**config.mk**
```make
export PLATFORM = sky130hd
export DESIGN_NAME = pipeline_sequencer_flat
export DESIGN_NICKNAME = d
export VERILOG_FILES = /design/src/rtl/core101_ctrl_pkg.sv /design/src/rtl/pipeline_sequencer_if.sv /design/src/rtl/ctrl_wait_timer.sv /design/src/rtl/pipeline_sequencer.sv /design/src/flat_wrapper.sv
export SDC_FILE = /design/constraint.sdc
export NUM_CORES = 1
export LEC_CHECK = 0
export ABC_AREA = 0
export CAP_MARGIN = 40
export CORE_ASPECT_RATIO = 0.75
export CORE_UTILIZATION = 50
export CTS_BUF_LIST = sky130_fd_sc_hd__clkbuf_2 sky130_fd_sc_hd__clkbuf_4 sky130_fd_sc_hd__clkbuf_8
export CTS_CLUSTER_DIAMETER = 200
export DETAILED_ROUTE_END_ITERATION = 6
export PLACE_DENSITY = 0.81
export SLEW_MARGIN = 0
export SYNTH_ARGS = -nofsm -noshare
export SYNTH_HDL_FRONTEND = slang
export SYNTH_HIERARCHICAL = 1
export SYNTH_SLANG_ARGS = --single-unit
```
**constraint.sdc**
```tcl
create_clock -name datapath_clock_in -period 2.9 [get_ports datapath_clock_in]
set_input_delay 0.58 -clock datapath_clock_in [delete_from_list [all_inputs] [get_ports datapath_clock_in]]
set_output_delay 0.58 -clock datapath_clock_in [all_outputs]
set_load 0.03 [all_outputs]
```
**src/rtl/core101_ctrl_pkg.sv**
```systemverilog
// rtl/core101_ctrl_pkg.sv - Core101 sequencer stage codes, PC source codes and helpers
package core101_ctrl_pkg;

    // Gray-ordered so the normal IF->ID->EX->MEM->WB walk flips one state bit per step
    localparam logic [2:0] STAGE_IF  = 3'b000;
    localparam logic [2:0] STAGE_ID  = 3'b001;
    localparam logic [2:0] STAGE_EX  = 3'b011;
    localparam logic [2:0] STAGE_MEM = 3'b010;
    localparam logic [2:0] STAGE_WB  = 3'b110;

    typedef enum logic [2:0] {
        ST_IF  = STAGE_IF,
        ST_ID  = STAGE_ID,
        ST_EX  = STAGE_EX,
        ST_MEM = STAGE_MEM,
        ST_WB  = STAGE_WB
    } stage_e;

    localparam logic [1:0] PC_SRC_SEQ      = 2'b00;
    localparam logic [1:0] PC_SRC_BRANCH   = 2'b01;
    localparam logic [1:0] PC_SRC_REDIRECT = 2'b10;

    function automatic logic [4:0] stage_onehot(input stage_e s);
        case (s)
            ST_IF:   return 5'b00001;
            ST_ID:   return 5'b00010;
            ST_EX:   return 5'b00100;
            ST_MEM:  return 5'b01000;
            ST_WB:   return 5'b10000;
            default: return 5'b00001;
        endcase
    endfunction

endpackage

```
**src/rtl/pipeline_sequencer_if.sv**
```systemverilog
// rtl/pipeline_sequencer_if.sv - datapath-facing handshake and strobe bundle of the sequencer
interface pipeline_sequencer_if #(
    parameter int CNT_W = 32
);
    logic             stall_in;
    logic             flush_in;
    logic             instr_ready_in;
    logic             mem_ready_in;
    logic             is_mem_op_in;
    logic             branch_taken_in;
    logic             writes_rd_in;
    logic [4:0]       stage_onehot_out;
    logic             pc_set_val_out;
    logic [1:0]       pc_src_out;
    logic             ir_set_val_out;
    logic             if_req_out;
    logic             mem_req_out;
    logic             rf_write_en_out;
    logic             timeout_out;
    logic [CNT_W-1:0] retired_count_out;

    modport master (
        input  stall_in, flush_in, instr_ready_in, mem_ready_in,
               is_mem_op_in, branch_taken_in, writes_rd_in,
        output stage_onehot_out, pc_set_val_out, pc_src_out, ir_set_val_out,
               if_req_out, mem_req_out, rf_write_en_out, timeout_out,
               retired_count_out
    );

    modport slave (
        output stall_in, flush_in, instr_ready_in, mem_ready_in,
               is_mem_op_in, branch_taken_in, writes_rd_in,
        input  stage_onehot_out, pc_set_val_out, pc_src_out, ir_set_val_out,
               if_req_out, mem_req_out, rf_write_en_out, timeout_out,
               retired_count_out
    );
endinterface

```
**src/rtl/ctrl_wait_timer.sv**
```systemverilog
// rtl/ctrl_wait_timer.sv - counts stalled-handshake cycles and flags the WAIT_LIMIT-th one
module ctrl_wait_timer #(
    parameter int WAIT_LIMIT = 15,
    parameter int WAIT_W     = 4
) (
    input  logic datapath_clock_in,
    input  logic datapath_reset_in,
    input  logic clear,
    input  logic enable,
    output logic expired
);
    logic [WAIT_W-1:0] count;

    // Fires during the cycle that would be the WAIT_LIMIT-th consecutive wait
    assign expired = enable && (count == WAIT_W'(WAIT_LIMIT - 1));

    always_ff @(negedge datapath_clock_in or posedge datapath_reset_in) begin
        if (datapath_reset_in) begin
            count <= '0;
        end else if (clear) begin
            count <= '0;
        end else if (enable) begin
            count <= count + WAIT_W'(1);
        end
    end
endmodule

```
**src/rtl/pipeline_sequencer.sv**
```systemverilog
// rtl/pipeline_sequencer.sv - multi-cycle IF/ID/EX/MEM/WB control FSM for the Core101 datapath
module pipeline_sequencer
    import core101_ctrl_pkg::*;
#(
    parameter int MEM_SKIP   = 1,
    parameter int WAIT_LIMIT = 15,
    parameter int WAIT_W     = 4,
    parameter int CNT_W      = 32
) (
    input  logic datapath_clock_in,
    input  logic datapath_reset_in,
    pipeline_sequencer_if.master bus
);
    stage_e stage;
    stage_e next_stage;
    logic   mem_op;
    logic   next_mem_op;
    logic   waiting;
    logic   expired;
    logic   abort;

    assign waiting = ((stage == ST_IF) && !bus.instr_ready_in) ||
                     ((stage == ST_MEM) && mem_op && !bus.mem_ready_in);
    assign abort   = bus.flush_in || expired;

    ctrl_wait_timer #(
        .WAIT_LIMIT (WAIT_LIMIT),
        .WAIT_W     (WAIT_W)
    ) u_wait_timer (
        .datapath_clock_in (datapath_clock_in),
        .datapath_reset_in (datapath_reset_in),
        .clear             (abort || (next_stage != stage)),
        .enable            (waiting && !bus.stall_in),
        .expired           (expired)
    );

    always_comb begin
        next_stage  = stage;
        next_mem_op = mem_op;
        if (abort) begin
            next_stage  = ST_IF;
            next_mem_op = 1'b0;
        end else if (!bus.stall_in) begin
            case (stage)
                ST_IF:  if (bus.instr_ready_in) next_stage = ST_ID;
                ST_ID:  next_stage = ST_EX;
                ST_EX: begin
                    next_mem_op = bus.is_mem_op_in;
                    next_stage  = (bus.is_mem_op_in || (MEM_SKIP == 0)) ? ST_MEM : ST_WB;
                end
                // A non-memory op only lands here when MEM_SKIP=0 and passes straight through
                ST_MEM: if (!mem_op || bus.mem_ready_in) next_stage = ST_WB;
                ST_WB:  next_stage = ST_IF;
                default: next_stage = ST_IF;
            endcase
        end
    end

    always_ff @(negedge datapath_clock_in or posedge datapath_reset_in) begin
        if (datapath_reset_in) begin
            stage                 <= ST_IF;
            mem_op                <= 1'b0;
            bus.stage_onehot_out  <= 5'b00001;
            bus.if_req_out        <= 1'b1;
            bus.mem_req_out       <= 1'b0;
            bus.ir_set_val_out    <= 1'b0;
            bus.pc_set_val_out    <= 1'b0;
            bus.pc_src_out        <= PC_SRC_SEQ;
            bus.rf_write_en_out   <= 1'b0;
            bus.timeout_out       <= 1'b0;
            bus.retired_count_out <= '0;
        end else begin
            stage                <= next_stage;
            mem_op               <= next_mem_op;
            bus.stage_onehot_out <= stage_onehot(next_stage);
            bus.if_req_out       <= (next_stage == ST_IF);
            bus.mem_req_out      <= (next_stage == ST_MEM) && next_mem_op;
            bus.ir_set_val_out   <= 1'b0;
            bus.pc_set_val_out   <= 1'b0;
            bus.rf_write_en_out  <= 1'b0;
            if (abort) begin
                bus.pc_set_val_out <= 1'b1;
                bus.pc_src_out     <= PC_SRC_REDIRECT;
                if (expired) bus.timeout_out <= 1'b1;
            end else if (!bus.stall_in) begin
                case (stage)
                    ST_IF: if (bus.instr_ready_in) bus.ir_set_val_out <= 1'b1;
                    ST_EX: bus.pc_src_out <= bus.branch_taken_in ? PC_SRC_BRANCH : PC_SRC_SEQ;
                    ST_WB: begin
                        bus.pc_set_val_out    <= 1'b1;
                        bus.rf_write_en_out   <= bus.writes_rd_in;
                        bus.retired_count_out <= bus.retired_count_out + CNT_W'(1);
                    end
                    default: ;
                endcase
            end
        end
    end
endmodule
```
**src/flat_wrapper.sv**
```systemverilog
// flat-port wrapper written by rule: the top's interface ports become plain ports
module pipeline_sequencer_flat import core101_ctrl_pkg::*;
#(
    parameter int MEM_SKIP   = 1,
    parameter int WAIT_LIMIT = 15,
    parameter int WAIT_W     = 4,
    parameter int CNT_W      = 32
)
  (datapath_clock_in, datapath_reset_in, bus_stall_in, bus_flush_in, bus_instr_ready_in, bus_mem_ready_in, bus_is_mem_op_in, bus_branch_taken_in, bus_writes_rd_in, bus_stage_onehot_out, bus_pc_set_val_out, bus_pc_src_out, bus_ir_set_val_out, bus_if_req_out, bus_mem_req_out, bus_rf_write_en_out, bus_timeout_out, bus_retired_count_out);
  pipeline_sequencer_if #(.CNT_W(CNT_W)) bus_i ();
  input  logic datapath_clock_in;
  input  logic datapath_reset_in;
  input wire logic [$bits(bus_i.stall_in)-1:0] bus_stall_in;
  input wire logic [$bits(bus_i.flush_in)-1:0] bus_flush_in;
  input wire logic [$bits(bus_i.instr_ready_in)-1:0] bus_instr_ready_in;
  input wire logic [$bits(bus_i.mem_ready_in)-1:0] bus_mem_ready_in;
  input wire logic [$bits(bus_i.is_mem_op_in)-1:0] bus_is_mem_op_in;
  input wire logic [$bits(bus_i.branch_taken_in)-1:0] bus_branch_taken_in;
  input wire logic [$bits(bus_i.writes_rd_in)-1:0] bus_writes_rd_in;
  output wire logic [$bits(bus_i.stage_onehot_out)-1:0] bus_stage_onehot_out;
  output wire logic [$bits(bus_i.pc_set_val_out)-1:0] bus_pc_set_val_out;
  output wire logic [$bits(bus_i.pc_src_out)-1:0] bus_pc_src_out;
  output wire logic [$bits(bus_i.ir_set_val_out)-1:0] bus_ir_set_val_out;
  output wire logic [$bits(bus_i.if_req_out)-1:0] bus_if_req_out;
  output wire logic [$bits(bus_i.mem_req_out)-1:0] bus_mem_req_out;
  output wire logic [$bits(bus_i.rf_write_en_out)-1:0] bus_rf_write_en_out;
  output wire logic [$bits(bus_i.timeout_out)-1:0] bus_timeout_out;
  output wire logic [$bits(bus_i.retired_count_out)-1:0] bus_retired_count_out;
  assign bus_i.stall_in = bus_stall_in;
  assign bus_i.flush_in = bus_flush_in;
  assign bus_i.instr_ready_in = bus_instr_ready_in;
  assign bus_i.mem_ready_in = bus_mem_ready_in;
  assign bus_i.is_mem_op_in = bus_is_mem_op_in;
  assign bus_i.branch_taken_in = bus_branch_taken_in;
  assign bus_i.writes_rd_in = bus_writes_rd_in;
  assign bus_stage_onehot_out = bus_i.stage_onehot_out;
  assign bus_pc_set_val_out = bus_i.pc_set_val_out;
  assign bus_pc_src_out = bus_i.pc_src_out;
  assign bus_ir_set_val_out = bus_i.ir_set_val_out;
  assign bus_if_req_out = bus_i.if_req_out;
  assign bus_mem_req_out = bus_i.mem_req_out;
  assign bus_rf_write_en_out = bus_i.rf_write_en_out;
  assign bus_timeout_out = bus_i.timeout_out;
  assign bus_retired_count_out = bus_i.retired_count_out;
  pipeline_sequencer #(.MEM_SKIP(MEM_SKIP), .WAIT_LIMIT(WAIT_LIMIT), .WAIT_W(WAIT_W), .CNT_W(CNT_W)) u_core (.datapath_clock_in(datapath_clock_in), .datapath_reset_in(datapath_reset_in), .bus(bus_i));
endmodule
```
==> results of run 1 <==
## cells by family after synthesis
family          Yosys count  synth area share, %
buf+inv                  17                 2.93
compound gates           14                 3.58
mux                       4                 1.87
simple gates            102                 24.8
xor+xnor                 33                 11.7
fa+ha+maj                 3                 1.51
flops                    53                 53.6
## through the flow
stage / util, % / TNS (ps) / cell area (um^2)
global placement: 71.3 / -62120 / 3280
CTS: 87.3 / -16520 / 4020
detailed placement: 71.3 / -64770 / 3280
floorplan: - / -27730 / 2550
## repair_timing
action	in CTS
endpoints found under the setup margin	91
setup buffers	34
resized for setup	109
cloned	1
pin swaps	30
==> results.py, run 1 <==
metrics = {
    "yosys": {
        "async_reset_ff_share_pct": 100,
        "synth_ff_type": "dfrtn_1",
        "ys_seq_area_share_pct": 53.6,
        "ys_seq_elements": 53,
        "synthTopCellsByArea": "dfrtn_1, xnor2_1, xor2_1",
        "netlist_area_mm2": 0.00248,
        "synth.avg_cell_area_um2": 11.0,
        "synth_cell_type_count": 44,
        "yosys.area.top_type": "dfrtn_1",
        "syn_nets": 238,
        "yosysWarnings": 6,
        "synth_edf_count": 0,
        "synthMostInstantiatedCell": "dfrtn_1",
        "synthCells": 226,
        "synthTopCellsByCount": "dfrtn_1, xnor2_1, nand2_1, nor2_1, nand3_1",
        "synth_top_area_share_pct": 51.5,
    },
    "outcome": {
        "error_line": "[ERROR DPL-0033] detailed placement checks failed during check placement.",
        "outcome": "stopped before the end",
        "haltStage": "5_1_grt",
    },
    "timing": {
        "worst_endpoint_kind": "register input",
        "crit_endpoint": "u_core/bus.retired_count_out[8]$_DFFE_NP0P_/D",
    },
    "clock_network": {
        "cts_root_buf": "clkbuf_8",
        "htree_levels": 2,
        "cts_sinks": 53,
        "holdBufCountCts": 0,
        "cts_buffers": 5,
        "clockBufferDepth": 2,
    },
    "floorplanning": {
        "die_h_um": 63.0,
        "rows": 21,
        "start_util_pct": 53.9,
        "fp.dieW_um": 83.3,
        "ios": 54,
    },
    "global_route": {
        "antenna_found_initial": 1,
        "grt_max_degree": 37,
    },
    "placed_design": {
        "gp_congestion": 0.835,
        "portBuffers": 53,
        "dp.cells": 364,
        "place_hpwl_um": 3960,
        "pre_cts_ws_ps": -1460,
    },
}
==> run 2, diff against run 1 <==
--- a/config.mk
+++ b/config.mk
@@ -7,12 +7,9 @@
 export LEC_CHECK = 0
 export ABC_AREA = 0
 export CAP_MARGIN = 40
-export CORE_ASPECT_RATIO = 0.75
-export CORE_UTILIZATION = 50
-export CTS_BUF_LIST = sky130_fd_sc_hd__clkbuf_2 sky130_fd_sc_hd__clkbuf_4 sky130_fd_sc_hd__clkbuf_8
-export CTS_CLUSTER_DIAMETER = 200
+export CORE_UTILIZATION = 35
 export DETAILED_ROUTE_END_ITERATION = 6
-export PLACE_DENSITY = 0.81
+export PLACE_DENSITY_LB_ADDON = 0.15
 export SLEW_MARGIN = 0
 export SYNTH_ARGS = -nofsm -noshare
 export SYNTH_HDL_FRONTEND = slang
==> run 2 against run 1 <==
Effect of this change:
- the flow now finishes, with violations (setup timing)
- synthesized cell count unchanged
- area after synthesis unchanged
==> results.py, run 2 <==
metrics = {
    "critical_path": {
        "slowest_delay_ps": 280,
        "critPathMaxFanout": 8,
        "rr_endpoint": "u_core/bus.retired_count_out[18]$_DFFE_NP0P_",
        "end_kind": "flip-flop",
        "slowest_stage": "or2_4",
        "crit_cells": 10,
        "r2r_slack_ps": 640,
        "crit_required_ps": 1610,
        "cp-start-kind": "primary input",
        "path_cells": "buf_8, inv_12, a31oi_4, nor4_4, and4_4, or2_4, nor4_4, buf_6, nand4_1, xnor2_1",
        "r2r_cells": 9,
        "cp_top_family": "simple AND/OR/NAND/NOR gates",
        "criticalPathCategory": "primary input to flip-flop",
        "cp_common_cell": "nor4_4",
        "setup.worst_path.start": "bus_mem_ready_in",
        "r2r_start": "u_core/stage[1]$_DFF_NP0_",
        "endpoint": "u_core/bus.retired_count_out[18]$_DFFE_NP0P_",
        "path_buf_inv": 3,
        "cp.arrival_ps": 2070,
    },
    "timing": {
        "rsz0062_at_grt": "true",
        "fin_skew_ps": 62.1,
        "worst_pin_slew_ps": 585,
        "setup_viol": 82,
        "final.setup.tns_ps": -18710,
        "slew_viol_final": 0,
        "maxSlewHeadroom_pct": 60.9,
        "finalHoldViolCount": 0,
        "holdWs_ps": 521,
        "setup_slack_ps": -459,
    },
    "drt": {
        "drc": 0,
        "post_drt_wl_per_cell_um": 12.9,
        "routed_via_density": 4.64,
        "ant_nets": 0,
        "vias": 2133,
        "drtIter0Drc": 72,
        "firstDrtPassIters": 4,
        "wl_um": 5960,
    },
    "yosys": {
        "synthMostInstantiatedCell": "dfrtn_1",
        "synth.avg_cell_area_um2": 11.0,
        "synth_edf_count": 0,
        "ys_seq_elements": 53,
        "syn_nets": 238,
        "synth_cell_type_count": 44,
        "synthCells": 226,
        "synthTopCellsByCount": "dfrtn_1, xnor2_1, nand2_1, nor2_1, nand3_1",
        "ys_seq_area_share_pct": 53.6,
        "yosysWarnings": 6,
        "synthTopCellsByArea": "dfrtn_1, xnor2_1, xor2_1",
        "yosys.area.top_type": "dfrtn_1",
        "async_reset_ff_share_pct": 100,
        "synth_top_area_share_pct": 51.5,
        "synth_ff_type": "dfrtn_1",
        "netlist_area_mm2": 0.00248,
    },
    "clock_network": {
        "cts_tree": "done",
        "cts_buffers": 5,
        "clockBufferDepth": 2,
        "cts_root_buf": "clkbuf_8",
        "path_clk_slew_ps": 60,
        "htree_levels": 2,
        "cts_sinks": 53,
        "clk-insertion-delay-late_ps": 370,
    },
    "floorplanning": {
        "rows": 30,
        "ios": 54,
        "die_h_um": 86.2,
        "die_area_mm2": 0.00742,
        "coreArea_mm2": 0.00683,
        "start_util_pct": 36.3,
        "fp.dieW_um": 86.2,
    },
    "finish": {
        "n_fill_cell": 604,
        "finalNetCount": 375,
        "reg_top3": "u_core/bus.retired_count_out x32, u_core/bus.stage_onehot_out x5, u_core/u_wait_timer/count x4",
        "largest_register": "u_core/bus.retired_count_out",
        "seqCellArea_mm2": 0.00133,
        "fin_area_mm2": 0.00419,
        "drive_above_1_share_pct": 50.3,
        "final_util_pct": 61.3,
        "diodes": 0,
        "area_growth_pct": 68.9,
        "final_cell_mix": "buf_4, buf_6, dfrtn_1",
        "layout_commonest_cell": "buf_4",
        "largest_register_ffs": 32,
        "multi_input_comb_area_mm2": 0.00132,
    },
    "outcome": {
        "outcome": "finished, violations left",
        "violations": "setup timing",
    },
    "global_route": {
        "antenna_found_initial": 0,
        "grt-ovfl-total": 0,
        "grt_pass1_vias": 2154,
        "grt_use_total_pct": 17.5,
        "grt_pass1_wl_um": 9990,
        "grt_max_degree": 39,
    },
    "placed_design": {
        "pre_cts_ws_ps": -1470,
        "place_hpwl_um": 3960,
        "portBuffers": 53,
        "placed_cell_area_mm2": 0.00334,
        "gp_congestion": 0.743,
    },
    "power_and_ir_drop": {
        "cellLeakagePower_nw": 2.08,
        "ir_worst_vdd_v": 0.000226,
        "power_density_mw_per_mm2": 320,
    },
    "flow_run": {
        "maxCapViolCount": 0,
    },
    "hold_path": {
        "hp-class": "flip-flop to flip-flop",
    },
}
## run 2: cell counts after synthesis
Identical to the previous run, type by type.
## run 2: logic make-up (layout without fill, tap and decap cells)
kind of cell	after synthesis	count (layout)	synth area share [%]
AO/OA/AOI/OAI	14	14	3.58
XOR/XNOR	33	33	11.7
adder cells (fa/ha/maj)	3	3	1.51
buffers and inverters	17	155	2.93
flip-flops	53	53	53.6
multiplexers	4	4	1.87
AND/OR/NAND/NOR	102	102	24.8
## run 2: worst reg2reg max path: cells and delay by family, from the launching register on
| kind | cells | cell delay (ps) |
|---|---|---|
| AO/OA/AOI/OAI | 1 | 190 |
| flip-flops | 1 | 650 |
| XOR/XNOR | 1 | 140 |
| buffers and inverters | 1 | 170 |
| AND/OR/NAND/NOR | 6 | 970 |
## run 2: how the worst min path moves through the flow
| stage | start | to | slack [ps] | cells after the start |
|---|---|---|---|---|
| 2_1_floorplan | u_core/u_wait_timer/count[3]$_DFFE_NP0P_ | u_core/u_wait_timer/count[3]$_DFFE_NP0P_ | 490 | 2 |
| 3_3_place_gp | u_core/bus.retired_count_out[8]$_DFFE_NP0P_ | u_core/bus.retired_count_out[8]$_DFFE_NP0P_ | 410 | 1 |
| 3_5_place_dp | u_core/bus.retired_count_out[21]$_DFFE_NP0P_ | u_core/bus.retired_count_out[21]$_DFFE_NP0P_ | 420 | 1 |
| 4_1_cts | u_core/bus.timeout_out$_DFFE_NP0P_ | u_core/bus.timeout_out$_DFFE_NP0P_ | 450 | 1 |
| 5_1_grt | u_core/bus.retired_count_out[31]$_DFFE_NP0P_ | u_core/bus.retired_count_out[31]$_DFFE_NP0P_ | 550 | 2 |
| 6_report | u_core/u_wait_timer/count[3]$_DFFE_NP0P_ | u_core/u_wait_timer/count[3]$_DFFE_NP0P_ | 520 | 2 |
## run 2: per-stage QoR
step	total power [W]	instances
final	0.00134	460
after global placement	0.000905	405
after CTS	0.00136	447
after detailed placement	0.000907	405
after global routing	0.00141	460
after floorplan	0.000849	226
## run 2: layout make-up
| class | instances | area share (%) |
|---|---|---|
| sequential | 53 | 31.7 |
| multi-input combinational | 156 | 31.5 |
| timing repair buffer | 136 | 30.4 |
| tap | 96 | 2.87 |
| clock buffer | 5 | 1.64 |
| inverter | 9 | 1.20 |
| clock inverter | 5 | 0.658 |
## run 2: metal layers
| metal | vias up | part of all wire (%) | GRT usage [%] |
|---|---|---|---|
| li1 | 1054 | - | - |
| met1 | 1033 | 43 | 21.9 |
| met2 | 40 | 52 | 29.9 |
| met3 | 6 | 4.4 | 4.62 |
| met4 | 0 | 1.0 | 4.55 |
| met5 | - | 0 | 0 |
## run 2: timing repair
item | in CTS | in global routing
setup endpoints to repair | 94 | 98
pin swaps | 21 | 9
hold buffers | 0 | 0
gates resized for setup | 103 | 12
setup buffers | 34 | 14
## run 2: power by group
group	switching, W	internal, W	leakage [nW]	total [W]
Sequential	0.0000123	0.000754	0.718	0.000766
Combinational	0.0000731	0.0000706	1.31	0.000144
Clock	0.000256	0.000175	0.0555	0.000431
Power figures use the tool's default switching activity.
==> run 3, diff against run 2 <==
--- a/config.mk
+++ b/config.mk
@@ -7,7 +7,7 @@
 export LEC_CHECK = 0
 export ABC_AREA = 0
 export CAP_MARGIN = 40
-export CORE_UTILIZATION = 35
+export CORE_UTILIZATION = 40
 export DETAILED_ROUTE_END_ITERATION = 6
 export PLACE_DENSITY_LB_ADDON = 0.15
 export SLEW_MARGIN = 0
==> run 3 against run 2 <==
Effect of this change:
- the run still ends with setup timing left
- via count rose by 0.14%
- combinational power decreased by 6%
- global-route usage is 2.6 points higher
- final cell count shrank 7.0%
- clock power increased by 0.9%
- count of clock-buffer cells in the layout unchanged
- critical path depth is the same
- routed wire length is 0.69% lower
- die area shrank 12%
- power is 0.39% lower
- core utilization increased by 7.2 points
- critical endpoint is now u_core/bus.retired_count_out[27]$_DFFE_NP0P_
- largest cell class unchanged
==> results.py, run 3 (synthesized netlist as in run 2, its figures left out) <==
metrics = {
    "placed_design": {
        "gp_congestion": 0.737,
        "place_hpwl_um": 3960,
        "placed_cell_area_mm2": 0.00328,
        "portBuffers": 53,
    },
    "finish": {
        "drive_above_1_share_pct": 48.7,
        "fin_area_mm2": 0.00408,
        "diodes": 0,
        "layout_commonest_cell": "buf_4",
        "final_cell_mix": "buf_4, buf_6, dfrtn_1",
        "reg_top3": "u_core/bus.retired_count_out x32, u_core/bus.stage_onehot_out x5, u_core/u_wait_timer/count x4",
        "area_growth_pct": 64.5,
        "largest_register": "u_core/bus.retired_count_out",
        "largest_register_ffs": 32,
        "n_fill_cell": 489,
        "finalNetCount": 364,
    },
    "power_and_ir_drop": {
        "cellLeakagePower_nw": 2.07,
        "switching_share_pct": 25.7,
        "power_density_mw_per_mm2": 328,
        "p_comb_share_pct": 10.2,
        "clkPwrFrac_pct": 32.5,
        "ir_worst_vdd_v": 0.000271,
        "pwr-share-seq_pct": 57.3,
        "p_int_w": 0.000993,
        "switching_power_w": 0.000343,
    },
    "timing": {
        "holdWs_ps": 523,
        "setup_slack_ps": -466,
        "fin_skew_ps": 56.4,
        "maxSlewHeadroom_pct": 57.1,
        "slew_viol_final": 0,
        "setup_viol": 83,
        "rsz0062_at_grt": "true",
        "finalHoldViolCount": 0,
        "worst_pin_slew_ps": 642,
    },
    "critical_path": {
        "r2r_slack_ps": 750,
        "setup.worst_path.start": "bus_mem_ready_in",
        "slowest_delay_ps": 330,
        "path_cells": "buf_12, inv_12, a31oi_4, nor4_4, and4_4, and4bb_2, nand4_1, buf_6, nor3_2, xor2_1",
        "critPathMaxFanout": 5,
        "crit_required_ps": 1600,
        "slowest_stage": "and4bb_2",
        "cp-start-kind": "primary input",
        "criticalPathCategory": "primary input to flip-flop",
        "end_kind": "flip-flop",
        "r2r_start": "u_core/stage[1]$_DFF_NP0_",
        "cp.arrival_ps": 2060,
        "cp_top_family": "simple AND/OR/NAND/NOR gates",
        "path_buf_inv": 3,
    },
    "hold_path": {
        "hp-class": "flip-flop to flip-flop",
        "hp-start": "u_core/bus.retired_count_out[12]$_DFFE_NP0P_",
    },
    "floorplanning": {
        "die_area_mm2": 0.00652,
        "start_util_pct": 41.6,
        "fp.dieW_um": 80.7,
        "coreArea_mm2": 0.00596,
        "rows": 28,
        "die_h_um": 80.7,
        "ios": 54,
    },
    "outcome": {
        "violations": "setup timing",
        "outcome": "finished, violations left",
    },
    "clock_network": {
        "cts_sinks": 53,
        "htree_levels": 2,
        "cts_tree": "done",
        "cts_buffers": 5,
        "clk-insertion-delay-late_ps": 360,
        "clockBufferDepth": 2,
        "cts_root_buf": "clkbuf_8",
        "holdBufCountCts": 0,
        "path_clk_slew_ps": 70,
    },
    "global_route": {
        "grt_max_degree": 35,
        "grt-ovfl-total": 0,
        "antenna_found_initial": 0,
        "grt_pass1_vias": 2157,
        "grt_pass1_wl_um": 9950,
        "grt_use_total_pct": 20.1,
    },
    "drt": {
        "drtIter0Drc": 42,
        "drc": 0,
        "routed_via_density": 4.99,
        "ant_nets": 0,
        "wl_um": 5910,
        "firstDrtPassIters": 4,
        "vias": 2136,
        "post_drt_wl_per_cell_um": 13.8,
    },
    "flow_run": {
        "maxCapViolCount": 0,
    },
}
==> run 3: timing repair <==
action / CTS / global route
setup endpoints to repair: 91 / 97
setup buffers: 32 / 8
cloned: 0 / 0
gates resized for setup: 96 / 17
pin swaps: 20 / 6
==> run 3: layer usage <==
metal  up-vias  part of all wire [%]  GRT usage [%]
met2        52                    52           36.0
li1       1037                     -              -
met1      1041                    43           23.6
met4         0                   1.2           6.96
met3         6                   4.1           4.43
met5         -                     0              0
==> run 3: worst register-to-register path, delay by kind of cell (launching register included) <==
| family | cells | cell delay (ps) |
|---|---|---|
| AND/OR/NAND/NOR | 6 | 980 |
| flip-flops | 1 | 550 |
| AO/OA/AOI/OAI | 1 | 180 |
| buffers and inverters | 1 | 180 |
| XOR/XNOR | 1 | 90 |
==> run 3: area by class of cell <==
cell class	instances	area, um^2	area share [%]
clock buffers	5	68.8	1.69
clock inverters	5	27.5	0.675
inverters	9	50.0	1.23
multi-input cells	156	1330	32.5
flip-flops and latches	53	1330	32.6
well taps	75	93.8	2.30
repair buffers	125	1180	29.0
==> run 3: metrics by stage <==
stage | instances | total power (W) | utilization [%] | setup TNS [ps] | worst slack [ps]
2_1_floorplan | 226 | 0.000849 | - | -27730 | -817
3_3_place_gp | 379 | 0.000902 | 55.1 | -62910 | -1430
3_5_place_dp | 379 | 0.000904 | 55.1 | -64600 | -1460
4_1_cts | 420 | 0.00135 | 66.2 | -15470 | -441
5_1_grt | 428 | 0.00139 | 68.5 | -20820 | -552
6_report | 428 | 0.00134 | 68.5 | -16000 | -466
==> run 3: worst paths after layout <==
check	depth (start not counted)	to
max	10	u_core/bus.retired_count_out[27]$_DFFE_NP0P_
min	2	u_core/bus.retired_count_out[12]$_DFFE_NP0P_
max reg2reg	9	u_core/bus.retired_count_out[27]$_DFFE_NP0P_
min reg2reg	2	u_core/bus.retired_count_out[12]$_DFFE_NP0P_
max in group asynchronous	3	u_core/bus.retired_count_out[0]$_DFFE_NP0P_
min in group asynchronous	2	u_core/u_wait_timer/count[1]$_DFFE_NP0P_
==> run 3: power groups by stage <==
stage               combinational, W  sequential [W]   clock (W)
floorplan                  0.0000565        0.000786  0.00000648
global placement            0.000118        0.000778  0.00000648
detailed placement          0.000120        0.000777  0.00000648
CTS                         0.000135        0.000765    0.000450
global route                0.000149        0.000767    0.000479
finish                      0.000136        0.000765    0.000435
==> patch (flow settings as in run 3) <==
`WAIT_LIMIT` is set to 15 in 3 places; all go to 7.
--- a/src/rtl/ctrl_wait_timer.sv
+++ b/src/rtl/ctrl_wait_timer.sv
@@ -1,6 +1,6 @@
 // rtl/ctrl_wait_timer.sv - counts stalled-handshake cycles and flags the WAIT_LIMIT-th one
 module ctrl_wait_timer #(
-    parameter int WAIT_LIMIT = 15,
+    parameter int WAIT_LIMIT = 7,
     parameter int WAIT_W     = 4
 ) (
     input  logic datapath_clock_in,
--- a/src/rtl/pipeline_sequencer.sv
+++ b/src/rtl/pipeline_sequencer.sv
@@ -3,7 +3,7 @@
     import core101_ctrl_pkg::*;
 #(
     parameter int MEM_SKIP   = 1,
-    parameter int WAIT_LIMIT = 15,
+    parameter int WAIT_LIMIT = 7,
     parameter int WAIT_W     = 4,
     parameter int CNT_W      = 32
 ) (
--- a/src/flat_wrapper.sv
+++ b/src/flat_wrapper.sv
@@ -2,7 +2,7 @@
 module pipeline_sequencer_flat import core101_ctrl_pkg::*;
 #(
     parameter int MEM_SKIP   = 1,
-    parameter int WAIT_LIMIT = 15,
+    parameter int WAIT_LIMIT = 7,
     parameter int WAIT_W     = 4,
     parameter int CNT_W      = 32
 )
Function: changed (a bounded check fails within 10 cycles, from zero or initial values and one cycle with datapath_reset_in high).
==> patch against run 3 <==
The run still ends with negative setup slack left. First-iteration DRC count up 74%. Sequential cell count unchanged. Routed wire length rose by 7.1%. Final area rose by 2.6%. Setup slack worse by 0.012 ns. Utilization grew 1.8 points. Non-clock buffer count grew 8. Synthesized area about the same. Synthesized cell count is the same. Total power up 0.66%. Critical path type unchanged.
==> patch: results (changes against run 3) <==
Outcome
  – Status: finished, violations left
  – Failing checks: negative setup slack

Hold path
  – Hold path depth: 1 (-1)
  – Hold endpoint: u_core/bus.timeout_out
  – Min-delay src: u_core/bus.timeout_out

Timing
  – Final Setup Violations: 82 (-1.2%)
  – Clock skew: 0.0583 ns (+0.00185 ns)
  – Final worst slack: -0.478 ns (-0.0116 ns)
  – Worst Tran Pin Value: 0.592 ns (-0.0495 ns)

Layout
  – Nets@finish: 372 (+2.2%)
  – Share of cells above drive strength 1: 0.524 (+0.0363)
  – Fillers: 427 (-13%)

Power
  – Comb. pwr: 0.000146 W (+7%)
  – Seq pwr: 0.000766 W (about the same)
  – Peak VDD IR: 0.196 mV (-28%)

Global routing
  – First-pass GRT wire length: 10.0 mm (+0.49%)
  – Met1 usage: 0.256 (+0.0200)
  – GR Util met3: 0.0382 (-0.00612)
  – Largest net degree at the start of global routing: 29 (-17%)
  – Total GRT Usage: 0.202 (+0.000385)

Detailed routing
  – Routed met3 length: 170 µm (-30%)
  – Met2 wire len: 3.35 mm (+8.8%)
  – Met1 wire length: 2.75 mm (+9.1%)
  – Via count: 2146 (+0.47%)
  – Iteration-0 DRC Markers: 73 (+74%)

Setup path
  – CP arrival: 2.09 ns (+0.03 ns)
  – CP Max Fanout: 9 (+4)
  – Worst path slowest cell: or2_4
  – RR Startpoint: u_core/stage[1]
  – Flop-to-flop setup slack: 0.71 ns (-0.04 ns)
  – Source of the critical timing path: bus_instr_ready_in

CTS
  – Post-CTS Setup Inserts: 35 (+9.4%)
  – CTS resizes: 109 (+14%)

Synth
  – Count of cell types in the netlist: 45 (+2.3%)
  – Area contributors post-synth: dfrtn_1 (51%), xnor2_1 (7.8%), xor2_1 (3.9%), nand2_1 (2.7%), nand3_1 (2.6%)

Placed design
  – GP Congestion: 0.770 (+4.5%)
## patch: per-stage QoR
step           worst slack [ns]  cells  TNS, ns  power [W]  cell area (µm²)
4_1_cts                  -0.433    424   -16.30    0.00135             4020
2_1_floorplan            -0.882    226   -29.89   0.000849             2540
3_5_place_dp              -1.53    380   -68.23   0.000904             3280
6_report                 -0.478    436   -18.38    0.00134             4190
5_1_grt                  -0.549    436   -23.07    0.00140             4190
3_3_place_gp              -1.49    380   -66.15   0.000902             3280
## patch: final cells by class
type,count,area [µm²],area share
flip-flops and latches,53,1330,0.317
clock inverters,5,27.5,0.00658
clock buffers,5,68.8,0.0164
inverters,9,50.0,0.0120
repair buffers,133,1240,0.297
multi-input cells,156,1370,0.328
well taps,75,93.8,0.0224
## patch: cell families after synthesis
kind of cell | Yosys count | synth area share
mux | 4 | 0.0187
buf+inv | 17 | 0.0293
fa+ha+maj | 3 | 0.0151
compound gates | 14 | 0.0358
flops | 53 | 0.536
simple gates | 102 | 0.249
xor+xnor | 33 | 0.117
